**src/rtl/acdc_avg_ctrl_pkg.sv**
```systemverilog
// Shared constants and divider state encoding for the AC/DC coupling average controller.
package acdc_pkg;
    localparam int WIDTH  = 8;
    localparam int WINDOW = 640;
    localparam int CNT_W  = 10;
    localparam int SUM_W  = 18;

    typedef enum logic [1:0] {
        D_IDLE = 2'd0,
        D_RUN  = 2'd1,
        D_DONE = 2'd2
    } div_state_t;
endpackage

```
**src/rtl/acdc_avg_ctrl_seq_udiv.sv**
```systemverilog
// Restoring unsigned divider by a constant: one quotient bit per cycle, DIV_W cycles,
// start accepted only in D_IDLE; quotient is valid while state == D_DONE.
module seq_udiv import acdc_pkg::*; #(
    parameter int DIV_W   = 18,
    parameter int DIVISOR = 640
) (
    input  logic             clk,
    input  logic             rst_n,
    input  logic             start,
    input  logic             clear,
    input  logic [DIV_W-1:0] dividend,
    output logic [DIV_W-1:0] quotient,
    output div_state_t       state
);
    // The remainder is always below DIVISOR, so it fits in $clog2(DIVISOR) bits.
    localparam int REM_W = $clog2(DIVISOR) + 1;
    localparam int BIT_W = $clog2(DIV_W);

    logic [REM_W-2:0] rem;
    logic [REM_W-2:0] rem_nx;
    logic [REM_W-1:0] rem_sh;
    logic             ge;
    logic [BIT_W-1:0] bit_cnt;

    always_comb begin
        rem_sh = {rem, quotient[DIV_W-1]};
        ge     = rem_sh >= REM_W'(DIVISOR);
        rem_nx = ge ? (REM_W-1)'(rem_sh - REM_W'(DIVISOR)) : rem_sh[REM_W-2:0];
    end

    always_ff @(posedge clk or negedge rst_n) begin
        if (!rst_n) begin
            state   <= D_IDLE;
            bit_cnt <= '0;
        end else if (clear) begin
            state   <= D_IDLE;
            bit_cnt <= '0;
        end else begin
            case (state)
                D_IDLE: begin
                    bit_cnt <= '0;
                    if (start) state <= D_RUN;
                end
                D_RUN: begin
                    bit_cnt <= bit_cnt + 1'b1;
                    if (bit_cnt == BIT_W'(DIV_W - 1)) state <= D_DONE;
                end
                D_DONE:  state <= D_IDLE;
                default: state <= D_IDLE;
            endcase
        end
    end

    // Dividend shifts out of the top while quotient bits shift in at the bottom.
    always_ff @(posedge clk) begin
        if (state == D_IDLE && start) begin
            quotient <= dividend;
            rem      <= '0;
        end else if (state == D_RUN) begin
            quotient <= {quotient[DIV_W-2:0], ge};
            rem      <= rem_nx;
        end
    end
endmodule

```
**src/rtl/acdc_avg_ctrl.sv**
```systemverilog
// AC/DC coupling controller: accumulates WINDOW samples, divides by WINDOW in the background,
// publishes the mean as avg and gates the coupling mode until a first mean exists.
module acdc_avg_ctrl #(
    parameter int WIDTH  = acdc_pkg::WIDTH,
    parameter int WINDOW = acdc_pkg::WINDOW,
    parameter int CNT_W  = acdc_pkg::CNT_W,
    parameter int SUM_W  = acdc_pkg::SUM_W
) (
    input  logic             clk,
    input  logic             rst_n,
    input  logic             sample_valid,
    input  logic [WIDTH-1:0] sample,
    input  logic             clear,
    input  logic             mode_req,
    output logic [WIDTH-1:0] avg,
    output logic             avg_update,
    output logic             avg_valid,
    output logic             mode,
    output logic             busy
);
    import acdc_pkg::*;

    function automatic logic [WIDTH-1:0] sat_avg(input logic [SUM_W-1:0] q);
        if (q > SUM_W'((2 ** WIDTH) - 1)) return '1;
        return q[WIDTH-1:0];
    endfunction

    logic [SUM_W-1:0] sum;
    logic [CNT_W-1:0] count;
    logic [SUM_W-1:0] sum_nx;
    logic             last;
    logic             load;
    logic [SUM_W-1:0] quotient;
    div_state_t       div_st;

    always_comb begin
        sum_nx = sum + SUM_W'(sample);
        last   = count == CNT_W'(WINDOW - 1);
        load   = sample_valid && !clear && last;
    end

    // Accumulation stage: the next window starts while the previous one is being divided.
    always_ff @(posedge clk or negedge rst_n) begin
        if (!rst_n) begin
            sum   <= '0;
            count <= '0;
        end else if (clear) begin
            sum   <= '0;
            count <= '0;
        end else if (sample_valid) begin
            if (last) begin
                sum   <= '0;
                count <= '0;
            end else begin
                sum   <= sum_nx;
                count <= count + 1'b1;
            end
        end
    end

    seq_udiv #(
        .DIV_W   (SUM_W),
        .DIVISOR (WINDOW)
    ) u_div (
        .clk      (clk),
        .rst_n    (rst_n),
        .start    (load),
        .clear    (clear),
        .dividend (sum_nx),
        .quotient (quotient),
        .state    (div_st)
    );

    assign busy = div_st == D_RUN;

    // Publish stage: mode sees avg_valid one cycle late, so it rises after the first update.
    always_ff @(posedge clk or negedge rst_n) begin
        if (!rst_n) begin
            avg        <= '0;
            avg_update <= 1'b0;
            avg_valid  <= 1'b0;
            mode       <= 1'b0;
        end else begin
            avg_update <= 1'b0;
            if (div_st == D_DONE && !clear) begin
                avg        <= sat_avg(quotient);
                avg_update <= 1'b1;
                avg_valid  <= 1'b1;
            end
            mode <= mode_req && avg_valid;
        end
    end
endmodule

```
**config.mk**
```make
export PLATFORM = sky130hd
export DESIGN_NAME = acdc_avg_ctrl
export DESIGN_NICKNAME = d
export VERILOG_FILES = /design/src/rtl/acdc_avg_ctrl_pkg.sv /design/src/rtl/acdc_avg_ctrl_seq_udiv.sv /design/src/rtl/acdc_avg_ctrl.sv
export SDC_FILE = /design/constraint.sdc
export NUM_CORES = 1
export LEC_CHECK = 0
export CORE_UTILIZATION = 45
export DETAILED_ROUTE_END_ITERATION = 12
export PLACE_DENSITY_LB_ADDON = 0.05
export SYNTH_ARGS = -nofsm -noshare
export SYNTH_HDL_FRONTEND = slang
export SYNTH_SLANG_ARGS = --single-unit
```
**constraint.sdc**
```tcl
create_clock -name clk -period 2.2 [get_ports clk]
set_input_delay 0.33 -clock clk [delete_from_list [all_inputs] [get_ports clk]]
set_output_delay 0.33 -clock clk [all_outputs]
set_load 0.1 [all_outputs]
```
---- Yosys cells after proc, flatten, opt, wreduce, memory -nomap -nowiden ----
Index checks and enable logic that the tools add are counted.
word-level totals
  bits in registers ....................... 74
  word-level logic and storage cells ...... 53
operators by class
  add/subtract/negate cells ............... 4
  magnitude comparators ................... 2
  eq/ne operators ......................... 6
  multiplexer cells ....................... 20
  reduce and logical (&&, ||, !) cells .... 11
operators with widths
  operator                number
  $mux 18                 5
  $mux 10                 4
  $add 18x8->18           1
  $gt 18x8->1 const B     1
  $mux 8                  2
  $ge 11x10->1 const B    1
  $add 10x1->10 const B   1
  $eq 10x10->1 const B    1
  $pmux 5 s2              1
  $sub 10x10->10 const B  1
  $mux 2                  3
  $ne 3x2->1 const B      2
  $add 5x1->5 const B     1
  $eq 5x5->1 const B      1
  $logic_and 1x1->1       5
  $mux 5                  1
  $pmux 2 s2              1
  $reduce_bool 2->1       2
  $mux 1                  3
  $reduce_bool 3->1       1
  $eq 2x1->1 const B      1
  $eq 2x2->1 const B      1
  $logic_not 2->1         1
  $reduce_and 2->1        1
  $logic_not 1->1         1

---- Longest topological paths before layout ----
Gate-level depths: netlist (run 1).
  depth in word-level cells ............... 6
  mapped depth ............................ 9
  gate-level depth less buffers ........... 8

---- Cells and area by module ----
From an unflattened synthesis (run 1), not the netlist that was laid out.
unflattened totals
  cell total of the unflattened synthesis .. 383
  area, all modules ....................... 3771.1 um^2
by module, submodules not included
  module         times used  cells an instance  area an instance (um^2)  sequential area each (um^2)
  acdc_avg_ctrl  1           216                2165.8                   975.9
  seq_udiv       1           167                1605.3                   915.9

---- Least setup slack after synthesis (run 1) ----
No wires, ideal clock.
  kind .................................... register to register
  start ................................... reg sum[0]
  end ..................................... reg u_div.quotient[14], data pin
  library setup time ...................... 0.152 ns
  arrival ................................. 2.177 ns
  path slack .............................. -0.128 ns
  stages on the path, launching flop included .. 9
  period minus slack after synthesis ...... 2.328 ns
  cells stage by stage .................... dfrtp_1 ha_1 inv_1 fa_1 and2b_1 o2111ai_2 a31o_1 or4_1 a31oi_1
on the way
  word-level cells in the longest chain between the ends .. 2
ends and longest elaborated chain
  element                 RTL line                      RTL
  start, declared         acdc_avg_ctrl.sv:28           logic [SUM_W-1:0] sum;
  start signal, assigned  acdc_avg_ctrl.sv:55           sum <= sum_nx;
  $add 18x8->18           acdc_avg_ctrl.sv:37           sum_nx = sum + SUM_W'(sample);
  $mux 18                 acdc_avg_ctrl_seq_udiv.sv:56  if (state == D_IDLE && start) begin
  end signal, assigned    acdc_avg_ctrl_seq_udiv.sv:57  quotient <= dividend;
  end signal, assigned    acdc_avg_ctrl_seq_udiv.sv:60  quotient <= {quotient[DIV_W-2:0], ge};
  end, declared           acdc_avg_ctrl_seq_udiv.sv:12  output logic [DIV_W-1:0] quotient,
No other way between the ends.
A chain may end at the register's enable or synchronous reset.

---- Worst setup path after layout (run 1) ----
Same ends and word-level chain as after synthesis.

==> qor.csv, run 1 <==
metric,value,unit
status,finished with violations,
failing checks,setup timing,
async set or reset register ratio after synthesis,62.2,%
post-synthesis cell count,376,
fmax,414,MHz
Synth Area per Inst,9.97,sq um
normalized max-slew margin,58.3,%
most frequent cells in the layout,"buf_4 (54), nand2_1 (49), dfrtp_1 (46)",
DR DRC count,0,
post-layout util,59.0,%
initial antenna violation count,0,
fin nets,462,
CTS buffer count,9,
Skew-Pair Late Insertion Delay,350,ps
Final min period,2420,ps
PortBufs,24,
clk sinks,74,
gr usage total,21.3,%
standard-cell row count,32,
number of global-route vias before repair,2863,
placed insts,523,
Worst Path Arrival,2610,ps
Setup Skew,15.6,ps
full die area,8700,sq um
average wire per standard cell,15.8,um
fraction of layout cells with a size suffix above 1,22.2,%
Worst-Margin Slew,625,ps
total negative slack,-1060,ps
DRT antenna net count,0,
Non-Filler Instances,543,
top cell type's share of synthesized area,30.7,%
top_reg_cell synth,dfrtp_1,
Synth Cell Area,3750,sq um
first-pass GRT wire length,14.3,mm
Hold WC Path Type,in -> async,
total power,3.03,mW
Yosys top cell by area,dfrtp_1,
CTS tree,yes,
endpoint class of the critical path,flip-flop,
Overflow after GRT,0,
Crit Path Class,reg -> reg,
initial core utilization,47.5,%
"Seq/Total Area, Yosys",50.5,%
clk buf depth,2,
Max H-tree Level,3,
part of the cycle the worst path needs,110,%
DRT iter0 DRCs,171,
Placement Setup Slack,-607,ps
"Reg clk slew, reported paths",90,ps
DP Area,4330,sq um
hold_ws,74.1,ps
Die W,93.3,um
root cell of the clock tree,clkbuf_8,
design area,4660,sq um
vias,3056,
"flops & latches, synth",74,
Antenna Diode Count,0,
Max IR drop VDD,351,uV
Final Routed Wirelength,8.56,mm
Max Cap Viol,0,
Pwr Density,650,nW/um^2
area grow syn2layout,24.2,%
Initial DRT Pass Iterations,4,
vias per inst,5.63,
largest net degree at the start of global routing,47,
Die H,93.3,um
final hold violation count,0,
Post-CTS Hold Fix Bufs,0,
syn_nets,402,
Reg2Reg Setup Slack,-220,ps
Setup WS post-layout,-216,ps
Cell variety after synth,58,
most common library cell in the layout ignoring fill and taps,buf_4,
post-DP HPWL,5.93,mm
setup violators final,7,
Core Area,7890,sq um
RSZ-0062 raised after global routing,yes,
crit-path max FO,4,
final-report max-slew violation count,0,
I/O pin count,25,
number of synthesized flops with an enable pin,18,
CP required,2390,ps
routability congestion estimate,0.836,
warnings from Yosys,0,
crit start category,flip-flop,
leakage,2.01,nW
Area contributors post-synth,"dfrtp_1 (31%), edfxtp_1 (14%), dfxtp_1 (5.3%), nand2_1 (5.0%), ha_1 (4.0%)",
==> worst paths after layout <==
| path | startpoint | depth (start not counted) | end |
|---|---|---|---|
| min reg2reg | u_div.rem[4]$_SDFFE_PP0P_ | 2 | u_div.rem[5]$_SDFFE_PP0P_ |
| max in group asynchronous | rst_n | 2 | sum[2]$_DFFE_PN0P_ |
| max | sum[0]$_DFFE_PN0P_ | 8 | u_div.quotient[14]$_DFFE_PP_ |
| max reg2reg | sum[0]$_DFFE_PN0P_ | 8 | u_div.quotient[14]$_DFFE_PP_ |
| min in group clk | u_div.rem[4]$_SDFFE_PP0P_ | 2 | u_div.rem[5]$_SDFFE_PP0P_ |
| min | rst_n | 2 | avg_update$_DFF_PN0_ |
==> where the power goes <==
part           internal [mW]  switching, mW  leakage [nW]
clock network          0.500          0.580         0.101
registers               1.43         0.0354         0.824
logic                  0.231          0.252          1.08
total                   2.16          0.867          2.01
==> layout make-up <==
cell class	instances	area [sq um]
fill	671	3230
sequential	74	1890
multi-input combinational	273	1830
timing repair buffer	69	571
clock buffer	10	149
tap	102	128
clock inverter	6	53.8
inverter	9	33.8
==> critical path, cell delays in order (launching register included) <==
cell and delay (ps):
dfrtp_1 370, ha_2 190, inv_2 40, fa_2 330
and2b_1 230, o2111ai_2 140, a31o_1 300, or4_1 490
a31oi_1 170
==> timing repair <==
item	CTS	global route
pin swaps	5	14
setup buffers	2	3
endpoints found under the setup margin	11	17
gates resized for setup	7	15
==> sequential cells by signal (all words and copies together), names as in the netlist <==
signal,cells
count,10
avg_update,1
mode,1
u_div.state,2
u_div.bit_cnt,5
u_div.rem,10
avg,8
avg_valid,1
u_div.quotient,18
sum,18
==> routing by layer <==
metal  wire length (um)  share of wire (%)  track usage (%)  vias to the layer above
li1                   -                  -                -                     1516
met4                 63               0.74             4.36                        0
met5                  0                  0                0                        -
met2               3900                 46             32.5                       61
met3                329                3.8             5.20                        6
met1               4260                 50             30.6                     1473
==> Yosys cell counts, drive strengths merged, types with 6 or more instances <==
library cell,instances
ha,12
nor3,7
clkbuf,11
buf,9
dfxtp,10
o21ai,31
a21oi,19
a31oi,13
nand2,50
a21o,7
a22o,7
nand3,11
inv,8
dfrtp,46
edfxtp,18
o22a,8
or3,8
and3,6
nor2,23
xnor2,9
==> cell families (layout without fill, tap and decap cells) <==
group                    after synthesis  count (layout)  synth area share, %
adder cells (fa/ha/maj)               13              13                 4.54
AO/OA/AOI/OAI                        115             115                 20.9
XOR/XNOR                              13              13                 3.04
multiplexers                           5               5                 1.47
buffers and inverters                 29              94                 3.24
flip-flops                            74              74                 50.5
AND/OR/NAND/NOR                      127             127                 16.4
No activity file was read; power rests on OpenSTA's default activity.
==> run 2, diff against run 1 <==
--- a/config.mk
+++ b/config.mk
@@ -7,6 +7,7 @@
 export LEC_CHECK = 0
 export CORE_UTILIZATION = 45
 export DETAILED_ROUTE_END_ITERATION = 12
+export HOLD_SLACK_MARGIN = 0.15
 export PLACE_DENSITY_LB_ADDON = 0.05
 export SYNTH_ARGS = -nofsm -noshare
 export SYNTH_HDL_FRONTEND = slang
==> run 2 against run 1 <==
The flow still finishes with violations (setup timing). Register-to-register slack hardly changed. Combinational power about the same. Utilization grew 0.13 points.
==> qor.csv, run 2 (synthesized netlist as in run 1, its figures left out) <==
metric,value,unit
status,finished with violations,
failing checks,setup timing,
number of global-route vias before repair,2863,
crit start category,flip-flop,
clk sinks,74,
Core Area,7890,sq um
Worst Path Arrival,2610,ps
initial core utilization,47.5,%
gr usage total,21.3,%
vias,3058,
standard-cell row count,32,
full die area,8700,sq um
design area,4670,sq um
first-pass GRT wire length,14.3,mm
Crit Path Class,reg -> reg,
RSZ-0062 raised after global routing,yes,
Max Cap Viol,0,
Setup WS post-layout,-217,ps
DP Area,4330,sq um
endpoint class of the critical path,flip-flop,
Initial DRT Pass Iterations,4,
fraction of layout cells with a size suffix above 1,22.2,%
hold_ws,473,ps
root cell of the clock tree,clkbuf_8,
normalized max-slew margin,58.3,%
final hold violation count,0,
Final min period,2420,ps
DRT antenna net count,0,
fill count,670,
final-report max-slew violation count,0,
Pwr Density,649,nW/um^2
total negative slack,-1050,ps
post-DP HPWL,5.93,mm
vias per inst,5.62,
CTS tree,yes,
part of the cycle the worst path needs,110,%
Die H,93.3,um
Overflow after GRT,0,
area grow syn2layout,24.4,%
Top Registers,"sum: 18 flops, u_div.quotient: 18 flops",
Hold WC Path Type,reg -> reg,
Setup Skew,15.8,ps
"Reg clk slew, reported paths",90,ps
initial antenna violation count,0,
Worst-Margin Slew,625,ps
largest net degree at the start of global routing,47,
total power,3.03,mW
crit-path max FO,4,
CP required,2390,ps
setup violators final,7,
leakage,2.01,nW
average wire per standard cell,15.8,um
fin nets,463,
Die W,93.3,um
I/O pin count,25,
most frequent cells in the layout,"buf_4 (54), nand2_1 (49), dfrtp_1 (46)",
most common library cell in the layout ignoring fill and taps,buf_4,
clk buf depth,2,
Max H-tree Level,3,
PortBufs,24,
DR DRC count,0,
Final Routed Wirelength,8.58,mm
CTS buffer count,9,
fmax,414,MHz
DRT iter0 DRCs,169,
Skew-Pair Late Insertion Delay,350,ps
routability congestion estimate,0.836,
Placement Setup Slack,-607,ps
Antenna Diode Count,0,
Max IR drop VDD,351,uV
## run 2: area by class of cell
class	instances	area [sq um]	area share [%]
well taps	102	128	2.74
inverters	9	33.8	0.724
multi-input cells	273	1830	39.2
repair buffers	70	581	12.4
clock buffers	10	149	3.19
flip-flops and latches	74	1890	40.5
clock inverters	6	53.8	1.15
## run 2: what timing repair did
item | 4_1_cts | 5_1_grt
endpoints found under the setup margin | 11 | 17
hold endpoints to repair | 46 | 0
hold buffers | 1 | 0
pin swaps | 5 | 14
resized for setup | 7 | 15
buffers inserted | 2 | 3
## run 2: stage by stage
step,util [%],cells
final,59.2,544
after global routing,59.2,544
after CTS,58.1,542
after detailed placement,54.9,523
after global placement,54.9,523
after floorplan,-,376
## run 2: power by group
part           total [mW]  switching [mW]  internal, mW
Sequential           1.46          0.0354          1.43
Clock                1.08           0.579         0.500
Combinational       0.484           0.252         0.232
## run 2: worst paths after layout
kind / start / slack, ps / cells past startpoint / to
worst max register to register: sum[0]$_DFFE_PN0P_ / -220 / 8 / u_div.quotient[14]$_DFFE_PP_
worst min-delay path: u_div.rem[4]$_SDFFE_PP0P_ / 470 / 2 / u_div.rem[5]$_SDFFE_PP0P_
worst max-delay path: sum[0]$_DFFE_PN0P_ / -220 / 8 / u_div.quotient[14]$_DFFE_PP_
max in group asynchronous: rst_n / 1160 / 3 / sum[2]$_DFFE_PN0P_
min in group asynchronous: rst_n / 610 / 3 / avg_update$_DFF_PN0_
worst min register to register: u_div.rem[4]$_SDFFE_PP0P_ / 470 / 2 / u_div.rem[5]$_SDFFE_PP0P_
## run 2: layer usage
layer,GRT usage (%),vias to the layer above,part of all wire [%],wire (um)
met5,0,-,0,0
met1,30.6,1473,50,4270
met2,32.5,61,46,3910
met3,5.20,6,3.9,332
li1,-,1518,-,-
met4,4.36,0,0.73,63
## run 2: critical path, stage by stage (launching register included)
cell and delay, ps:
dfrtp_1 370, ha_2 190, inv_2 40, fa_2 330
and2b_1 230, o2111ai_2 140, a31o_1 300, or4_1 490
a31oi_1 170
==> run 3, diff against run 2 <==
--- a/config.mk
+++ b/config.mk
@@ -7,6 +7,7 @@
 export LEC_CHECK = 0
 export CORE_UTILIZATION = 45
 export DETAILED_ROUTE_END_ITERATION = 12
+export GPL_ROUTABILITY_DRIVEN = 0
 export HOLD_SLACK_MARGIN = 0.15
 export PLACE_DENSITY_LB_ADDON = 0.05
 export SYNTH_ARGS = -nofsm -noshare
==> results of run 3 <==
Final layout, timing and power as in run 2 (identical DEF).
